<file path="src/rtl/data_mem_pkg.sv">
// -----------------------------------------------------------------------------
// data_mem_pkg
// Shared definitions for the data memory controller:
//   - data word width and lane count
//   - access size encodings carried on req_size
//   - controller state enum (INIT sweep / RUN)
//   - load extension helper used by the lane logic
// -----------------------------------------------------------------------------
package data_mem_pkg;

    localparam int WORD_W = 32;
    localparam int LANES  = 4;

    localparam logic [1:0] SZ_BYTE    = 2'b00;
    localparam logic [1:0] SZ_HALF    = 2'b01;
    localparam logic [1:0] SZ_WORD    = 2'b10;
    localparam logic [1:0] SZ_ILLEGAL = 2'b11;

    typedef enum logic [0:0] {
        INIT = 1'b0,
        RUN  = 1'b1
    } state_e;

    // Sign- or zero-extend an LSB-aligned load value to a full word.
    // Word loads pass through untouched; the illegal size yields 0.
    function automatic logic [WORD_W-1:0] extend_load(
        input logic [WORD_W-1:0] raw,
        input logic [1:0]        size,
        input logic              is_unsigned
    );
        logic [WORD_W-1:0] res;
        case (size)
            SZ_BYTE: res = {{24{~is_unsigned & raw[7]}}, raw[7:0]};
            SZ_HALF: res = {{16{~is_unsigned & raw[15]}}, raw[15:0]};
            SZ_WORD: res = raw;
            default: res = {WORD_W{1'b0}};
        endcase
        return res;
    endfunction

endpackage

</file>
<file path="src/rtl/data_mem_lane.sv">
// -----------------------------------------------------------------------------
// data_mem_lane
// Combinational byte-lane steering for the data memory.
// Ports:
//   size        in  2   access size (SZ_BYTE/SZ_HALF/SZ_WORD/SZ_ILLEGAL)
//   offset      in  2   byte offset inside the word (addr[1:0])
//   wdata       in  32  right-aligned store data
//   rword       in  32  raw memory word being loaded
//   is_unsigned in  1   zero-extend (1) or sign-extend (0) sub-word loads
//   be          out 4   per-lane write enable
//   wword       out 32  store data replicated onto its target lanes
//   rdata       out 32  selected lanes shifted to LSBs and extended
// -----------------------------------------------------------------------------
module data_mem_lane
    import data_mem_pkg::*;
(
    input  logic [1:0]        size,
    input  logic [1:0]        offset,
    input  logic [WORD_W-1:0] wdata,
    input  logic [WORD_W-1:0] rword,
    input  logic              is_unsigned,
    output logic [LANES-1:0]  be,
    output logic [WORD_W-1:0] wword,
    output logic [WORD_W-1:0] rdata
);

    logic [4:0]        shamt_s;
    logic [WORD_W-1:0] shifted_s;

    // Store steering: replicate the data across the word so every enabled
    // lane already carries the right byte, then pick lanes by size/offset.
    always_comb begin
        be    = 4'b0000;
        wword = {WORD_W{1'b0}};
        case (size)
            SZ_BYTE: begin
                be    = 4'b0001 << offset;
                wword = {4{wdata[7:0]}};
            end
            SZ_HALF: begin
                be    = offset[1] ? 4'b1100 : 4'b0011;
                wword = {2{wdata[15:0]}};
            end
            SZ_WORD: begin
                be    = 4'b1111;
                wword = wdata;
            end
            default: begin
                be    = 4'b0000;
                wword = {WORD_W{1'b0}};
            end
        endcase
    end

    // Load steering: a half only looks at offset[1], a word at neither bit.
    always_comb begin
        shamt_s = 5'd0;
        case (size)
            SZ_BYTE: shamt_s = {offset, 3'b000};
            SZ_HALF: shamt_s = {offset[1], 4'b0000};
            default: shamt_s = 5'd0;
        endcase
        shifted_s = rword >> shamt_s;
        rdata     = extend_load(shifted_s, size, is_unsigned);
    end

endmodule

</file>
<file path="src/rtl/data_mem_ctrl.sv">
// -----------------------------------------------------------------------------
// data_mem_ctrl
// Word-organised data memory with byte/half/word load-store, 1-cycle
// registered response and a post-reset clear sweep.
// Parameters: DEPTH (words, >= 2), ADDR_W (byte-address width),
//             CLEAR_ON_RESET (1 = zero every word after reset).
// Optional build macro: DATA_MEM_ALIGN_CHECK_EN -- flags misaligned half/word
//             accesses as errors instead of truncating the low address bits.
// Ports:
//   clk          in   clock, rising edge
//   reset        in   asynchronous active-low reset
//   req_valid    in   request present
//   req_ready    out  request accepted this cycle when high
//   req_we       in   1 store / 0 load
//   req_size     in   00 byte, 01 half, 10 word, 11 illegal
//   req_unsigned in   zero-extend loads when 1
//   req_addr     in   byte address
//   req_wdata    in   right-aligned store data
//   rsp_valid    out  one-cycle response pulse per accepted request
//   rsp_rdata    out  extended load data (0 for stores/errors/idle)
//   rsp_err      out  access rejected
//   init_done    out  clear sweep finished
// -----------------------------------------------------------------------------
module data_mem_ctrl
    import data_mem_pkg::*;
#(
    parameter int DEPTH          = 32,
    parameter int ADDR_W         = 32,
    parameter int CLEAR_ON_RESET = 1
) (
    input  logic              clk,
    input  logic              reset,
    input  logic              req_valid,
    output logic              req_ready,
    input  logic              req_we,
    input  logic [1:0]        req_size,
    input  logic              req_unsigned,
    input  logic [ADDR_W-1:0] req_addr,
    input  logic [WORD_W-1:0] req_wdata,
    output logic              rsp_valid,
    output logic [WORD_W-1:0] rsp_rdata,
    output logic              rsp_err,
    output logic              init_done
);

    localparam int                IDX_W    = (DEPTH > 1) ? $clog2(DEPTH) : 1;
    localparam logic [IDX_W-1:0]  IDX_LAST = IDX_W'(DEPTH - 1);
    localparam logic [ADDR_W-1:0] DEPTH_A  = ADDR_W'(DEPTH);

    state_e            state_r;
    state_e            state_next_s;
    logic [IDX_W-1:0]  idx_r;
    logic [IDX_W-1:0]  idx_next_s;
    logic              ready_r;
    logic              init_done_r;
    logic              rsp_valid_r;
    logic [WORD_W-1:0] rsp_rdata_r;
    logic              rsp_err_r;

    logic [WORD_W-1:0] mem_r [DEPTH];

    logic [1:0]        offset_s;
    logic [IDX_W-1:0]  mem_idx_s;
    logic              out_of_range_s;
    logic              misalign_s;
    logic              err_s;
    logic              accept_s;
    logic              store_wr_s;
    logic              init_wr_s;
    logic [WORD_W-1:0] rd_word_s;
    logic [LANES-1:0]  lane_be_s;
    logic [WORD_W-1:0] lane_wword_s;
    logic [WORD_W-1:0] ld_data_s;

    assign offset_s  = req_addr[1:0];
    assign mem_idx_s = req_addr[IDX_W+1:2];
    assign rd_word_s = mem_r[mem_idx_s];

    data_mem_lane u_lane (
        .size        (req_size),
        .offset      (offset_s),
        .wdata       (req_wdata),
        .rword       (rd_word_s),
        .is_unsigned (req_unsigned),
        .be          (lane_be_s),
        .wword       (lane_wword_s),
        .rdata       (ld_data_s)
    );

    // Request decode: accept, range/size/alignment errors, write strobes.
    always_comb begin
        accept_s       = req_valid & ready_r;
        out_of_range_s = ({2'b00, req_addr[ADDR_W-1:2]} >= DEPTH_A);
`ifdef DATA_MEM_ALIGN_CHECK_EN
        if (req_size == SZ_HALF) begin
            misalign_s = offset_s[0];
        end else if (req_size == SZ_WORD) begin
            misalign_s = (offset_s != 2'b00);
        end else begin
            misalign_s = 1'b0;
        end
`else
        misalign_s = 1'b0;
`endif
        err_s      = out_of_range_s | (req_size == SZ_ILLEGAL) | misalign_s;
        store_wr_s = accept_s & req_we & ~err_s;
        init_wr_s  = (state_r == INIT) && (CLEAR_ON_RESET != 32'sd0);
    end

    // Next-state logic for the clear sweep and steady-state operation.
    always_comb begin
        state_next_s = state_r;
        idx_next_s   = idx_r;
        case (state_r)
            INIT: begin
                if (CLEAR_ON_RESET == 32'sd0) begin
                    state_next_s = RUN;
                end else if (idx_r == IDX_LAST) begin
                    state_next_s = RUN;
                end else begin
                    idx_next_s = idx_r + IDX_W'(1);
                end
            end
            RUN: begin
                state_next_s = RUN;
            end
            default: begin
                state_next_s = INIT;
                idx_next_s   = {IDX_W{1'b0}};
            end
        endcase
    end

    // Control and response registers; responses are captured on the accept edge.
    always_ff @(posedge clk or negedge reset) begin
        if (!reset) begin
            state_r     <= INIT;
            idx_r       <= {IDX_W{1'b0}};
            ready_r     <= 1'b0;
            init_done_r <= 1'b0;
            rsp_valid_r <= 1'b0;
            rsp_rdata_r <= {WORD_W{1'b0}};
            rsp_err_r   <= 1'b0;
        end else begin
            state_r     <= state_next_s;
            idx_r       <= idx_next_s;
            ready_r     <= (state_next_s == RUN);
            init_done_r <= (state_next_s == RUN);
            rsp_valid_r <= accept_s;
            rsp_err_r   <= accept_s & err_s;
            if (accept_s && !err_s && !req_we) begin
                rsp_rdata_r <= ld_data_s;
            end else begin
                rsp_rdata_r <= {WORD_W{1'b0}};
            end
        end
    end

    // Storage array: the sweep clears whole words, stores touch enabled lanes.
    // Stores need ready_r, which reset forces low, so none land during reset.
    always_ff @(posedge clk) begin
        if (init_wr_s) begin
            mem_r[idx_r] <= {WORD_W{1'b0}};
        end else if (store_wr_s) begin
            for (int l = 0; l < LANES; l++) begin
                if (lane_be_s[l]) begin
                    mem_r[mem_idx_s][l*8 +: 8] <= lane_wword_s[l*8 +: 8];
                end
            end
        end
    end

    assign req_ready = ready_r;
    assign init_done = init_done_r;
    assign rsp_valid = rsp_valid_r;
    assign rsp_rdata = rsp_rdata_r;
    assign rsp_err   = rsp_err_r;

endmodule

</file>
<file path="config.mk">
export PLATFORM = sky130hd
export DESIGN_NAME = data_mem_ctrl
export DESIGN_NICKNAME = d
export VERILOG_FILES = /design/src/rtl/data_mem_pkg.sv /design/src/rtl/data_mem_lane.sv /design/src/rtl/data_mem_ctrl.sv
export SDC_FILE = /design/constraint.sdc
export NUM_CORES = 1
export LEC_CHECK = 0
export ABC_AREA = 1
export CAP_MARGIN = 20
export CORE_UTILIZATION = 30
export DETAILED_ROUTE_END_ITERATION = 12
export GPL_ROUTABILITY_DRIVEN = 0
export PLACE_DENSITY = 0.52
export RECOVER_POWER = 25
export SLEW_MARGIN = 20
export SYNTH_ARGS = -nofsm -noshare
export SYNTH_HDL_FRONTEND = slang
export SYNTH_SLANG_ARGS = --single-unit
</file>
<file path="constraint.sdc">
create_clock -name clk -period 3.48 [get_ports clk]
set_clock_uncertainty 0.05 [all_clocks]
set_input_delay 1.044 -clock clk [delete_from_list [all_inputs] [get_ports clk]]
set_output_delay 1.044 -clock clk [all_outputs]
set_load 0.02 [all_outputs]
</file>
* Word level (Yosys, flattened, before mapping)
Memories as Yosys holds them, arrays and structs flattened.
Cells that the tools add are included.
W data, S select, Z words.
** Cells by class
- Multipliers :: 0
- Order comparisons :: 1
- Divide/modulo/power cells :: 0
- Muxes and demuxes :: 28
- Eq/ne operators :: 4
- Shift-type cells :: 2
- Add/sub/neg operators :: 1
- Bitwise logic cells :: 11
- Reduce and logical (&&, ||, !) cells :: 7
** Operators by type and width (number)
- $pmux W32 S3 :: 2
- $mux W32 :: 2
- $reduce_or A32 Y1 :: 1
- $shr A32 B5 Y32 :: 1
- $ge A30 B6 Y1 const B :: 1
- $mux W1 :: 18
- $pmux W4 S3 :: 1
- $pmux W5 S2 :: 1
- $mux W4 :: 2
- $and A1 B1 Y1 :: 6
- $add A5 B1 Y5 const B :: 1
- $eq A5 B5 Y1 const B :: 1
- $mux W5 :: 1
- $eq A2 B2 Y1 const B :: 2
- $not A1 Y1 :: 4
- $shl A1 B2 Y4 const A :: 1
- $eq A2 B1 Y1 const B :: 1
- $logic_and A1 B1 Y1 :: 2
- $logic_not A1 Y1 :: 2
- $logic_not A2 Y1 :: 1
- $pmux W1 S2 :: 1
- $reduce_and A2 Y1 :: 1
- $or A1 B1 Y1 :: 1
** Storage, ports and cells
- Memories kept :: 1
- Word-level logic and storage cells :: 60
- Bits in read-only memories :: 0
- Input port bits :: 71
- Memory bits (writable) :: 1024
- Register bits after elaboration :: 40
- Bits in latches :: 0
- Output and inout bits :: 36
** Memory list
- mem_r :: depth 32, bits a word 32, rd ports 1, clocked after memory_dff 0, wr ports 1, line data_mem_ctrl.sv:60 : logic [WORD_W-1:0] mem_r [DEPTH];

* Depth between registers and ports, before layout
Gate-level depths: netlist of the first run.
- Word-level depth :: 9
- Mapped depth :: 17
- Gate-level depth less buffers :: 15

* By module
Synthesis of the first run repeated with hierarchy kept, for this count alone.
** Second synthesis, totals
- Cells, all modules :: 3483
- Area, all modules :: 44087.3 um^2
** By module, submodules not included
- data_mem_ctrl :: cells each 3197, instances 1, sequential area each 31750.5 um^2, area each 42667.2 um^2
- data_mem_lane :: cells each 286, instances 1, sequential area each 0.0 um^2, area each 1420.1 um^2

* Least setup slack after synthesis of the first run
No wires, ideal clock.
- Kind :: input to register
- Start point :: input req_addr[9]
- End point :: memory mem_r[0][25], data pin
- Required time :: 3.032 ns
- Arrival :: 3.098 ns
- Library setup time :: 0.398 ns
- Stages on the path :: 8
- Buffers on the path :: 2
- Path slack :: -0.065 ns
- Path through :: or2_1 > nor3_1 > nand3_1 > nor2_2 > nand3_1 > clkbuf_1 > clkbuf_1 > a31oi_1
** Between the ends
- Longest elaborated chain between the ends :: 9
- Elaborated cells on any way between the ends :: 18
- Classes of those cells :: order compare: 1; mux: 13; bitwise: 3; reduce/logical: 1
** RTL lines
- start, declared :: line data_mem_ctrl.sv:38 : input logic [ADDR_W-1:0] req_addr,
- $ge A30 B6 Y1 (*) :: line data_mem_ctrl.sv:93 : out_of_range_s = ({2'b00, req_addr[ADDR_W-1:2]} >= DEPTH_A);
- $or A1 B1 Y1 (*) :: line data_mem_ctrl.sv:105 : err_s = out_of_range_s | (req_size == SZ_ILLEGAL) | misalign_s;
- $not A1 Y1 (*) :: line data_mem_ctrl.sv:106 : store_wr_s = accept_s & req_we & ~err_s;
- $and A1 B1 Y1 (*) :: line data_mem_ctrl.sv:106
- $mux W1 :: line data_mem_ctrl.sv:164 : end else if (store_wr_s) begin
- $mux W1 :: line data_mem_ctrl.sv:162 : if (init_wr_s) begin
- $mux W1 (implied by the code) :: line data_mem_ctrl.sv:167 : mem_r[mem_idx_s][l*8 +: 8] <= lane_wword_s[l*8 +: 8];
- $reduce_or A32 Y1 (no source line) (*)
- $mux W32 (no source line) (*)
- end, declared :: line data_mem_ctrl.sv:60
Every way passes the cells marked *; elsewhere a longest branch is shown, timed or not.

* Worst setup path in the final report of the first run
- Start point :: input req_addr[9]
- End point :: memory mem_r[5][17] (enable)
** Between the ends
- Longest elaborated chain between the ends :: 9
- Elaborated cells on any way between the ends :: 19
- Classes of those cells :: order compare: 1; mux: 14; bitwise: 3; reduce/logical: 1
** RTL lines (line)
- $ge A30 B6 Y1 (*) :: data_mem_ctrl.sv:93
- $or A1 B1 Y1 (*) :: data_mem_ctrl.sv:105
- $not A1 Y1 (*) :: data_mem_ctrl.sv:106
- $and A1 B1 Y1 (*) :: data_mem_ctrl.sv:106
- $mux W1 :: data_mem_ctrl.sv:164
- $mux W1 :: data_mem_ctrl.sv:162
- $mux W1 (implied by the code) :: data_mem_ctrl.sv:167
- $reduce_or A32 Y1 (no source line)
- $mux W5 (no source line) / $mux W4 (equally long branches)
Marked as above.

==> results of run 1 <==
[layout make-up]
type | instances | area, um^2 | area share, %
antenna | 1 | 2.50 | 0.00463
clock buffer | 136 | 2940 | 5.44
clock inverter | 63 | 539 | 0.999
inverter | 64 | 258 | 0.477
multi-input combinational | 2488 | 11100 | 20.6
sequential | 1064 | 31800 | 58.8
tap | 1917 | 2400 | 4.44
timing repair buffer | 521 | 4970 | 9.20
[power breakdown]
part	internal [W]	leakage, nW	switching [W]
registers	0.0138	12.3	0.000000242
clock network	0.00650	1.70	0.00498
logic	0.000528	7.12	0.00100
total	0.0209	21.1	0.00598
[through the flow]
stage	total power, W	worst slack, ns	utilization, %	area, um^2	cells
3_3_place_gp	0.0156	-0.866	34.6	50500	6048
6_report	0.0268	0.0774	37.1	54000	6254
2_1_floorplan	0.0149	-0.0651	-	44000	3869
3_5_place_dp	0.0156	-0.809	34.6	50500	6048
5_1_grt	0.0276	-0.0319	37.1	54000	6254
4_1_cts	0.0271	0.00406	37.0	53900	6247
[cells in the final DEF (no fill, tap or decap), drive strengths merged, types with 3 or more instances in the layout]
cell / instances
clkinvlp: 5
o221ai: 22
clkinv: 47
clkbuf: 154
dfrtp: 40
a21oi: 51
clkdlybuf4s50: 66
a31oi: 8
nand3: 716
bufinv: 7
inv: 68
o211ai: 35
nor2: 339
buf: 403
edfxtp: 1024
nand2: 1135
or2: 3
nor3: 3
nor4: 4
o22ai: 7
dlygate4sd3: 34
mux2i: 7
o21ai: 152
[cells in the mapped netlist, types with 2 or more instances]
cell type | n | share of area (%)
sky130_fd_sc_hd__mux2i_1 | 7 | 0.16
sky130_fd_sc_hd__buf_4 | 8 | 0.14
sky130_fd_sc_hd__clkinv_1 | 3 | 0.026
sky130_fd_sc_hd__clkbuf_1 | 83 | 0.71
sky130_fd_sc_hd__xor2_1 | 2 | 0.040
sky130_fd_sc_hd__nor2_2 | 5 | 0.071
sky130_fd_sc_hd__buf_2 | 132 | 1.5
sky130_fd_sc_hd__o22ai_1 | 7 | 0.099
sky130_fd_sc_hd__nand3_1 | 715 | 8.1
sky130_fd_sc_hd__a21oi_1 | 51 | 0.58
sky130_fd_sc_hd__o21ai_2 | 2 | 0.040
sky130_fd_sc_hd__buf_1 | 30 | 0.26
sky130_fd_sc_hd__dfrtp_1 | 40 | 2.3
sky130_fd_sc_hd__o21ai_0 | 148 | 1.7
sky130_fd_sc_hd__o221ai_1 | 22 | 0.44
sky130_fd_sc_hd__inv_2 | 3 | 0.026
sky130_fd_sc_hd__o21ai_1 | 2 | 0.023
sky130_fd_sc_hd__inv_1 | 58 | 0.49
sky130_fd_sc_hd__o211ai_1 | 35 | 0.60
sky130_fd_sc_hd__or2_2 | 2 | 0.028
sky130_fd_sc_hd__nor2_1 | 334 | 2.8
sky130_fd_sc_hd__ha_1 | 2 | 0.057
sky130_fd_sc_hd__edfxtp_1 | 1024 | 70
sky130_fd_sc_hd__a31oi_1 | 8 | 0.11
sky130_fd_sc_hd__nand2_1 | 1135 | 9.7
sky130_fd_sc_hd__nor3_1 | 3 | 0.034
sky130_fd_sc_hd__nor4_1 | 4 | 0.057
[worst max path at each step]
stage / from / endpoint / cells past startpoint
2_1_floorplan: req_addr[9] / mem_r[0][25] / 8
3_3_place_gp: req_addr[9] / mem_r[10][21] / 12
3_5_place_dp: req_addr[9] / mem_r[10][22] / 13
4_1_cts: req_addr[9] / mem_r[11][19] / 12
5_1_grt: req_addr[9] / mem_r[0][16] / 14
6_report: req_addr[9] / mem_r[5][17] / 13
[state kept, by name (all words and copies together) (netlist names)]
signal and flops:
idx_r 5, init_done 1, mem_r 1024, rsp_err 1
rsp_rdata 32, rsp_valid 1
[cell families after synthesis]
logic type / Yosys count / synth area share (%)
AND/OR/NAND/NOR: 2200 / 20.9
flip-flops: 1064 / 72.1
buffers and inverters: 318 / 3.17
AO/OA/AOI/OAI: 275 / 3.57
multiplexers: 7 / 0.159
XOR/XNOR: 3 / 0.0597
adder cells (fa/ha/maj): 2 / 0.0568
[what timing repair did]
action | in CTS | in global routing
buffers inserted | 0 | 5
setup endpoints to repair | 8 | 946
pin swaps | 0 | 3
gates resized for setup | 1 | 45
gates cloned | 0 | 1
[worst max-delay path: stages]
cell	delay, ns
sky130_fd_sc_hd__clkdlybuf4s50_1	0.39
sky130_fd_sc_hd__or2_1	0.23
sky130_fd_sc_hd__nor3_1	0.17
sky130_fd_sc_hd__nand3_1	0.14
sky130_fd_sc_hd__nor2_4	0.21
sky130_fd_sc_hd__nand3_4	0.23
sky130_fd_sc_hd__o21ai_4	0.24
sky130_fd_sc_hd__inv_1	0.12
sky130_fd_sc_hd__nor2_4	0.25
sky130_fd_sc_hd__nand2_2	0.18
sky130_fd_sc_hd__buf_4	0.19
sky130_fd_sc_hd__nor2_1	0.14
sky130_fd_sc_hd__buf_4	0.22
[metal layers]
metal  track usage, %  up-vias  wire [um]
li1                 -    14300          -
met1             24.8    14900      59300
met2             28.8     1031      62700
met3             2.77      211       8560
met4             5.50        0       4000
met5                0        -          0
==> metrics.txt, run 1 <==
# TYPE chip_impl_metric gauge
chip_impl_metric{name="finalHoldViolCount",unit=""} 0
chip_impl_metric{name="drtIter0Drc",unit=""} 2979
chip_impl_metric{name="first_global_vias",unit=""} 29700
chip_impl_metric{name="p_leak",unit="nW"} 21.1
chip_impl_metric{name="number_of_enable_type_register_cells_in_the_synthesized_netlist",unit=""} 1024
chip_impl_info{name="tritoncts",value="built"} 1
chip_impl_metric{name="clk_transition_reported_paths",unit="ns"} 0.06
chip_impl_metric{name="clock-sinks",unit=""} 1064
chip_impl_metric{name="postRouteAntennaNets",unit=""} 0
chip_impl_metric{name="portBuffers",unit=""} 106
chip_impl_metric{name="synth.avg_cell_area",unit="um^2"} 11.4
chip_impl_metric{name="slew_at_the_pin_closest_to_its_max_slew_limit",unit="ns"} 2.21
chip_impl_metric{name="layout-drive-gt1-share",unit="%"} 14.8
chip_impl_info{name="crit_path_start_kind",value="input pin"} 1
chip_impl_metric{name="timing.hold.worst_path_depth",unit=""} 1
chip_impl_metric{name="dieHeight",unit="um"} 385
chip_impl_metric{name="cts-buffers-inserted",unit=""} 108
chip_impl_metric{name="detailed_route_via_count",unit=""} 30500
chip_impl_info{name="status",value="finished, violations left"} 1
chip_impl_info{name="cts.root.buffer_cell",value="sky130_fd_sc_hd__clkbuf_16"} 1
chip_impl_metric{name="pin_count",unit=""} 107
chip_impl_metric{name="routed_via_density",unit=""} 4.87
chip_impl_metric{name="netlist_area",unit="um^2"} 44000
chip_impl_metric{name="final_max_slew_viol_count",unit=""} 41
chip_impl_metric{name="synthesis.instances",unit=""} 3869
chip_impl_metric{name="path_max_fanout",unit=""} 8
chip_impl_metric{name="area_growth_syn_to_layout",unit="%"} 22.7
chip_impl_metric{name="ys.warnings.count",unit=""} 0
chip_impl_metric{name="clock_tree.buffer_depth",unit=""} 3
chip_impl_info{name="dominantRegCellSynth",value="sky130_fd_sc_hd__edfxtp_1"} 1
chip_impl_metric{name="die_w",unit="um"} 385
chip_impl_metric{name="hold-worst-slack",unit="ns"} 0.507
chip_impl_metric{name="synth-seq-cells",unit=""} 1064
chip_impl_info{name="setup.worst_path.class",value="input pin to flop"} 1
chip_impl_metric{name="grt_pass1_wl",unit="um"} 197000
chip_impl_metric{name="timing.setup.tns",unit="ns"} 0
chip_impl_metric{name="layout_min_cycle_time",unit="ns"} 3.40
chip_impl_metric{name="cts_htree_levels",unit=""} 3
chip_impl_metric{name="filler_cell_count",unit=""} 14300
chip_impl_metric{name="wirelength",unit="um"} 135000
chip_impl_info{name="hold_class",value="flop to flop"} 1
chip_impl_metric{name="mean_routed_wirelength_per_cell",unit="um"} 21.5
chip_impl_metric{name="timing.reg2reg.setup_slack",unit="ns"} 0.62
chip_impl_info{name="hold_path_sink",value="idx_r[0]"} 1
chip_impl_metric{name="power.density",unit="nW/um^2"} 497
chip_impl_metric{name="grt_antenna_before_repair",unit=""} 3
chip_impl_metric{name="cp.arrival",unit="ns"} 3.78
chip_impl_metric{name="dp_hpwl",unit="um"} 89300
chip_impl_info{name="worst_r2r_startpoint",value="init_done"} 1
chip_impl_metric{name="fp.dieArea",unit="um^2"} 148000
chip_impl_info{name="hold_path_startpoint",value="idx_r[0]"} 1
chip_impl_info{name="endpoint_kind",value="flop"} 1
chip_impl_metric{name="clk_latency",unit="ns"} 0.73
chip_impl_metric{name="finish.net_count",unit=""} 4320
chip_impl_metric{name="mappedNetlistNets",unit=""} 3942
chip_impl_metric{name="power.ir.vdd_worst",unit="uV"} 386
chip_impl_metric{name="relSlewSlack",unit="%"} -47.0
chip_impl_metric{name="fin_crit_sh",unit="%"} 97.8
chip_impl_metric{name="setup_viol_count_final",unit=""} 0
chip_impl_metric{name="grt_start_max_net_pins",unit=""} 79
chip_impl_metric{name="drc",unit=""} 0
chip_impl_metric{name="cts-hold-fix-buffers",unit=""} 0
chip_impl_metric{name="first_pass_detailed_route_iteration_total",unit=""} 6
chip_impl_metric{name="groute.usage.overall",unit="%"} 17.9
chip_impl_metric{name="effective_utilization_at_floorplan",unit="%"} 30.2
chip_impl_metric{name="fmax",unit="MHz"} 294
chip_impl_metric{name="post_synth_num_cell_types",unit=""} 31
chip_impl_metric{name="seq_total_area_yosys",unit="%"} 72.1
chip_impl_metric{name="timing.critical_path.required",unit="ns"} 3.85
chip_impl_metric{name="synth_async_sr_flop_share",unit="%"} 3.76
chip_impl_metric{name="fp.coreArea",unit="um^2"} 146000
chip_impl_info{name="failed_checks",value="capacitance limit, slew limit"} 1
chip_impl_info{name="regToRegEndpoint",value="mem_r[5][17]"} 1
chip_impl_metric{name="r2r_cells",unit=""} 10
chip_impl_metric{name="rows",unit=""} 140
chip_impl_metric{name="max-cap-violations",unit=""} 1
chip_impl_metric{name="grt_overflow_total",unit=""} 0
(Power assumes the default switching activity.)
==> run 2, diff against run 1 <==
--- a/config.mk
+++ b/config.mk
@@ -5,7 +5,6 @@
 export SDC_FILE = /design/constraint.sdc
 export NUM_CORES = 1
 export LEC_CHECK = 0
-export ABC_AREA = 1
 export CAP_MARGIN = 20
 export CORE_UTILIZATION = 30
 export DETAILED_ROUTE_END_ITERATION = 12
==> run 2 against run 1 <==
  * The flow still finishes with violations (capacitance limit, slew limit)
  * Largest cell class unchanged
  * Sequential share of layout area rose by 2.1 points
  * Clock power hardly changed
  * Power decreased by 1.3%
  * Fmax down 1.0%
  * Final cell count down 27%
  * Sequential cell count did not move
  * Worst setup slack got worse by 0.036 ns
==> metrics.txt, run 2 <==
# TYPE chip_impl_metric gauge
chip_impl_info{name="endpoint_kind",value="flop"} 1
chip_impl_info{name="critical_path.most_common_cell",value="sky130_fd_sc_hd__buf_4"} 1
chip_impl_info{name="most_frequent_standard_cell_in_the_layout_excluding_fill_and_tap_cells",value="sky130_fd_sc_hd__edfxtp_1"} 1
chip_impl_info{name="grt_setup_unrepaired",value="no"} 1
chip_impl_metric{name="cts-buffers-inserted",unit=""} 110
chip_impl_metric{name="first_global_vias",unit=""} 23600
chip_impl_info{name="highest-signal-layer",value="met4"} 1
chip_impl_metric{name="power.density",unit="nW/um^2"} 508
chip_impl_info{name="cts.root.buffer_cell",value="sky130_fd_sc_hd__clkbuf_16"} 1
chip_impl_metric{name="netlist_area",unit="um^2"} 42100
chip_impl_info{name="crit_path_start_kind",value="input pin"} 1
chip_impl_metric{name="seq_total_area_yosys",unit="%"} 75.5
chip_impl_metric{name="route.layer.met1.wl",unit="um"} 50600
chip_impl_metric{name="setup_viol_count_final",unit=""} 0
chip_impl_info{name="cp_cell_sequence",value="clkdlybuf4s50_1 -> nor4_2 -> nand3_2 -> nor3_4 -> buf_12 -> nand2_4 -> buf_4 -> o31a_1 -> buf_4 -> nor2_2"} 1
chip_impl_metric{name="pin_count",unit=""} 107
chip_impl_metric{name="layout_min_cycle_time",unit="ns"} 3.44
chip_impl_info{name="status",value="finished, violations left"} 1
chip_impl_info{name="critical_path.slowest_cell",value="sky130_fd_sc_hd__nor2_2"} 1
chip_impl_metric{name="synth.avg_cell_area",unit="um^2"} 19.8
chip_impl_metric{name="cpPeakStageDelay",unit="ns"} 0.45
chip_impl_metric{name="area_growth_syn_to_layout",unit="%"} 23.8
chip_impl_metric{name="layout-drive-gt1-share",unit="%"} 33.7
chip_impl_metric{name="place_ws",unit="ns"} -1.18
chip_impl_metric{name="post_synth_num_cell_types",unit=""} 47
chip_impl_metric{name="clk_transition_reported_paths",unit="ns"} 0.06
chip_impl_metric{name="relSlewSlack",unit="%"} -49.6
chip_impl_metric{name="portBuffers",unit=""} 106
chip_impl_metric{name="final_max_slew_viol_count",unit=""} 41
chip_impl_metric{name="path_max_fanout",unit=""} 8
chip_impl_metric{name="grt_overflow_total",unit=""} 0
chip_impl_metric{name="power.ir.vdd_worst",unit="uV"} 359
chip_impl_metric{name="postRouteAntennaNets",unit=""} 0
chip_impl_metric{name="grt_antenna_before_repair",unit=""} 6
chip_impl_info{name="largest_register",value="mem_r"} 1
chip_impl_metric{name="routed_via_density",unit=""} 4.96
chip_impl_metric{name="p_leak",unit="nW"} 19.7
chip_impl_metric{name="finish.net_count",unit=""} 2650
chip_impl_info{name="setup.worst_path.class",value="input pin to flop"} 1
chip_impl_metric{name="finalHoldViolCount",unit=""} 0
chip_impl_metric{name="timing.critical_path.required",unit="ns"} 3.77
chip_impl_metric{name="drc",unit=""} 0
chip_impl_metric{name="fin_crit_sh",unit="%"} 98.8
chip_impl_metric{name="wirelength",unit="um"} 115000
chip_impl_metric{name="total_power",unit="W"} 0.0265
chip_impl_info{name="worst_path_dominant_cell_family",value="simple AND/OR/NAND/NOR gates"} 1
chip_impl_metric{name="fp.dieArea",unit="um^2"} 142000
chip_impl_info{name="hold_class",value="flop to flop"} 1
chip_impl_metric{name="max-cap-violations",unit=""} 1
chip_impl_metric{name="dieHeight",unit="um"} 377
chip_impl_metric{name="detailed_route_via_count",unit=""} 22500
chip_impl_metric{name="fmax",unit="MHz"} 291
chip_impl_metric{name="clock-sinks",unit=""} 1064
chip_impl_metric{name="rows",unit=""} 137
chip_impl_metric{name="largest_reg_flops",unit=""} 1024
chip_impl_metric{name="cp.arrival",unit="ns"} 3.73
chip_impl_metric{name="synthesis.instances",unit=""} 2122
chip_impl_metric{name="first_pass_detailed_route_iteration_total",unit=""} 5
chip_impl_metric{name="clk_latency",unit="ns"} 0.69
chip_impl_metric{name="drtIter0Drc",unit=""} 2704
chip_impl_metric{name="synth-seq-cells",unit=""} 1064
chip_impl_metric{name="dp_hpwl",unit="um"} 78300
chip_impl_metric{name="synth_async_sr_flop_share",unit="%"} 3.76
chip_impl_info{name="synth_top_cells_by_count",value="1024 x sky130_fd_sc_hd__edfxtp_1, 231 x sky130_fd_sc_hd__mux4_2, 170 x sky130_fd_sc_hd__nor2_1, 111 x sky130_fd_sc_hd__mux2i_1, 86 x sky130_fd_sc_hd__a21oi_1"} 1
chip_impl_metric{name="grt_pass1_wl",unit="um"} 167000
chip_impl_metric{name="ys.warnings.count",unit=""} 0
chip_impl_metric{name="slew_at_the_pin_closest_to_its_max_slew_limit",unit="ns"} 2.24
chip_impl_metric{name="mean_routed_wirelength_per_cell",unit="um"} 25.3
chip_impl_metric{name="effective_utilization_at_floorplan",unit="%"} 30.2
chip_impl_metric{name="cts-hold-fix-buffers",unit=""} 0
chip_impl_info{name="most-common-layout-cells",value="1024 x sky130_fd_sc_hd__edfxtp_1, 292 x sky130_fd_sc_hd__buf_4, 231 x sky130_fd_sc_hd__mux4_2, 116 x sky130_fd_sc_hd__nor2_1, 116 x sky130_fd_sc_hd__clkbuf_16"} 1
chip_impl_metric{name="die_w",unit="um"} 377
chip_impl_metric{name="met2WireLength",unit="um"} 52400
chip_impl_metric{name="grt_start_max_net_pins",unit=""} 64
chip_impl_metric{name="cp_num_buf_inv",unit=""} 4
chip_impl_info{name="failed_checks",value="capacitance limit, slew limit"} 1
chip_impl_metric{name="timing.setup.tns",unit="ns"} 0
chip_impl_metric{name="postLayoutSetupSlackWorst",unit="ns"} 0.0416
chip_impl_info{name="synthDominantAreaCellType",value="sky130_fd_sc_hd__edfxtp_1"} 1
chip_impl_metric{name="number_of_enable_type_register_cells_in_the_synthesized_netlist",unit=""} 1024
chip_impl_metric{name="synthDominantCellAreaShare",unit="%"} 73.1
chip_impl_info{name="yosys.cell_count.top_type",value="sky130_fd_sc_hd__edfxtp_1"} 1
chip_impl_metric{name="cts_htree_levels",unit=""} 3
chip_impl_metric{name="groute.usage.overall",unit="%"} 16.2
chip_impl_info{name="dominantRegCellSynth",value="sky130_fd_sc_hd__edfxtp_1"} 1
chip_impl_metric{name="clock_tree.buffer_depth",unit=""} 3
chip_impl_metric{name="mappedNetlistNets",unit=""} 2195
chip_impl_info{name="synthTopCellsByArea",value="sky130_fd_sc_hd__edfxtp_1 73%, sky130_fd_sc_hd__mux4_2 12%, sky130_fd_sc_hd__mux2i_1 2.6%"} 1
chip_impl_info{name="tritoncts",value="built"} 1
chip_impl_metric{name="fp.coreArea",unit="um^2"} 139000
chip_impl_metric{name="wl_met3",unit="um"} 9490
[run 2: cell types whose count changed in the layout (fill, tap and decap cells not counted), moves of 33 or more]
cell | previous run | this run
sky130_fd_sc_hd__nand2_1 | 1127 | 43
sky130_fd_sc_hd__nand3_1 | 714 | 8
sky130_fd_sc_hd__mux4_2 | 0 | 231
sky130_fd_sc_hd__nor2_1 | 310 | 116
sky130_fd_sc_hd__o21ai_0 | 146 | 5
sky130_fd_sc_hd__mux2i_1 | 7 | 111
sky130_fd_sc_hd__inv_1 | 55 | 5
sky130_fd_sc_hd__a22oi_1 | 0 | 45
sky130_fd_sc_hd__buf_4 | 328 | 292
sky130_fd_sc_hd__mux2_2 | 0 | 33
[run 2: final timing paths]
kind | start | end | slack [ns] | depth (start not counted)
min | idx_r[0] | idx_r[0] | 0.60 | 1
min reg2reg | idx_r[0] | idx_r[0] | 0.60 | 1
max | req_addr[20] | mem_r[30][13] | 0.04 | 10
min in group asynchronous | reset | rsp_rdata[24] | 0.97 | 1
max in group asynchronous | reset | rsp_rdata[11] | 1.13 | 1
max reg2reg | init_done | mem_r[11][24] | 0.75 | 8
[run 2: per-stage QoR]
step	cells	utilization [%]	hold slack, ns	area, um^2
after floorplan	2122	-	0.486	42100
after global placement	4335	34.8	0.511	48500
after detailed placement	4338	34.8	0.586	48500
after CTS	4540	37.5	0.430	52300
after global routing	4543	37.4	0.615	52100
final	4544	37.4	0.601	52100
[run 2: cell families (layout without fill, tap and decap cells)]
logic type / after synthesis / in the layout / share of synthesized area (%)
compound gates: 245 / 245 / 3.79
xor+xnor: 3 / 3 / 0.0625
fa+ha+maj: 2 / 2 / 0.0595
buf+inv: 132 / 676 / 1.55
flops: 1064 / 1064 / 75.5
mux: 375 / 375 / 15.9
other cells: 0 / 1 / 0
simple gates: 301 / 302 / 3.20
[run 2: layout make-up]
| cell class | count | area [um^2] |
|---|---|---|
| diodes | 1 | 2.50 |
| clock buffers | 134 | 2990 |
| clock inverters | 68 | 593 |
| fillers | 12700 | 87200 |
| inverters | 5 | 18.8 |
| multi-input cells | 927 | 10000 |
| flip-flops and latches | 1064 | 31800 |
| well taps | 1876 | 2350 |
| repair buffers | 469 | 4410 |
[run 2: timing repair]
item	CTS	global route
gates resized for setup	46	15
buffers inserted	0	2
gates cloned	0	1
setup endpoints to repair	747	381
pin swaps	0	3
[run 2: metal layers]
| layer | up-vias | global-route usage [%] |
|---|---|---|
| li1 | 9655 | - |
| met1 | 11800 | 23.1 |
| met2 | 927 | 24.9 |
| met3 | 141 | 3.28 |
| met4 | 0 | 4.65 |
| met5 | - | 0 |
[run 2: where the power goes]
| group | switching (W) | total, W | internal (W) | leakage [nW] |
|---|---|---|---|---|
| clock | 0.00492 | 0.0117 | 0.00676 | 1.75 |
| sequential | 0.000000201 | 0.0138 | 0.0138 | 12.3 |
| combinational | 0.000530 | 0.000969 | 0.000439 | 5.62 |
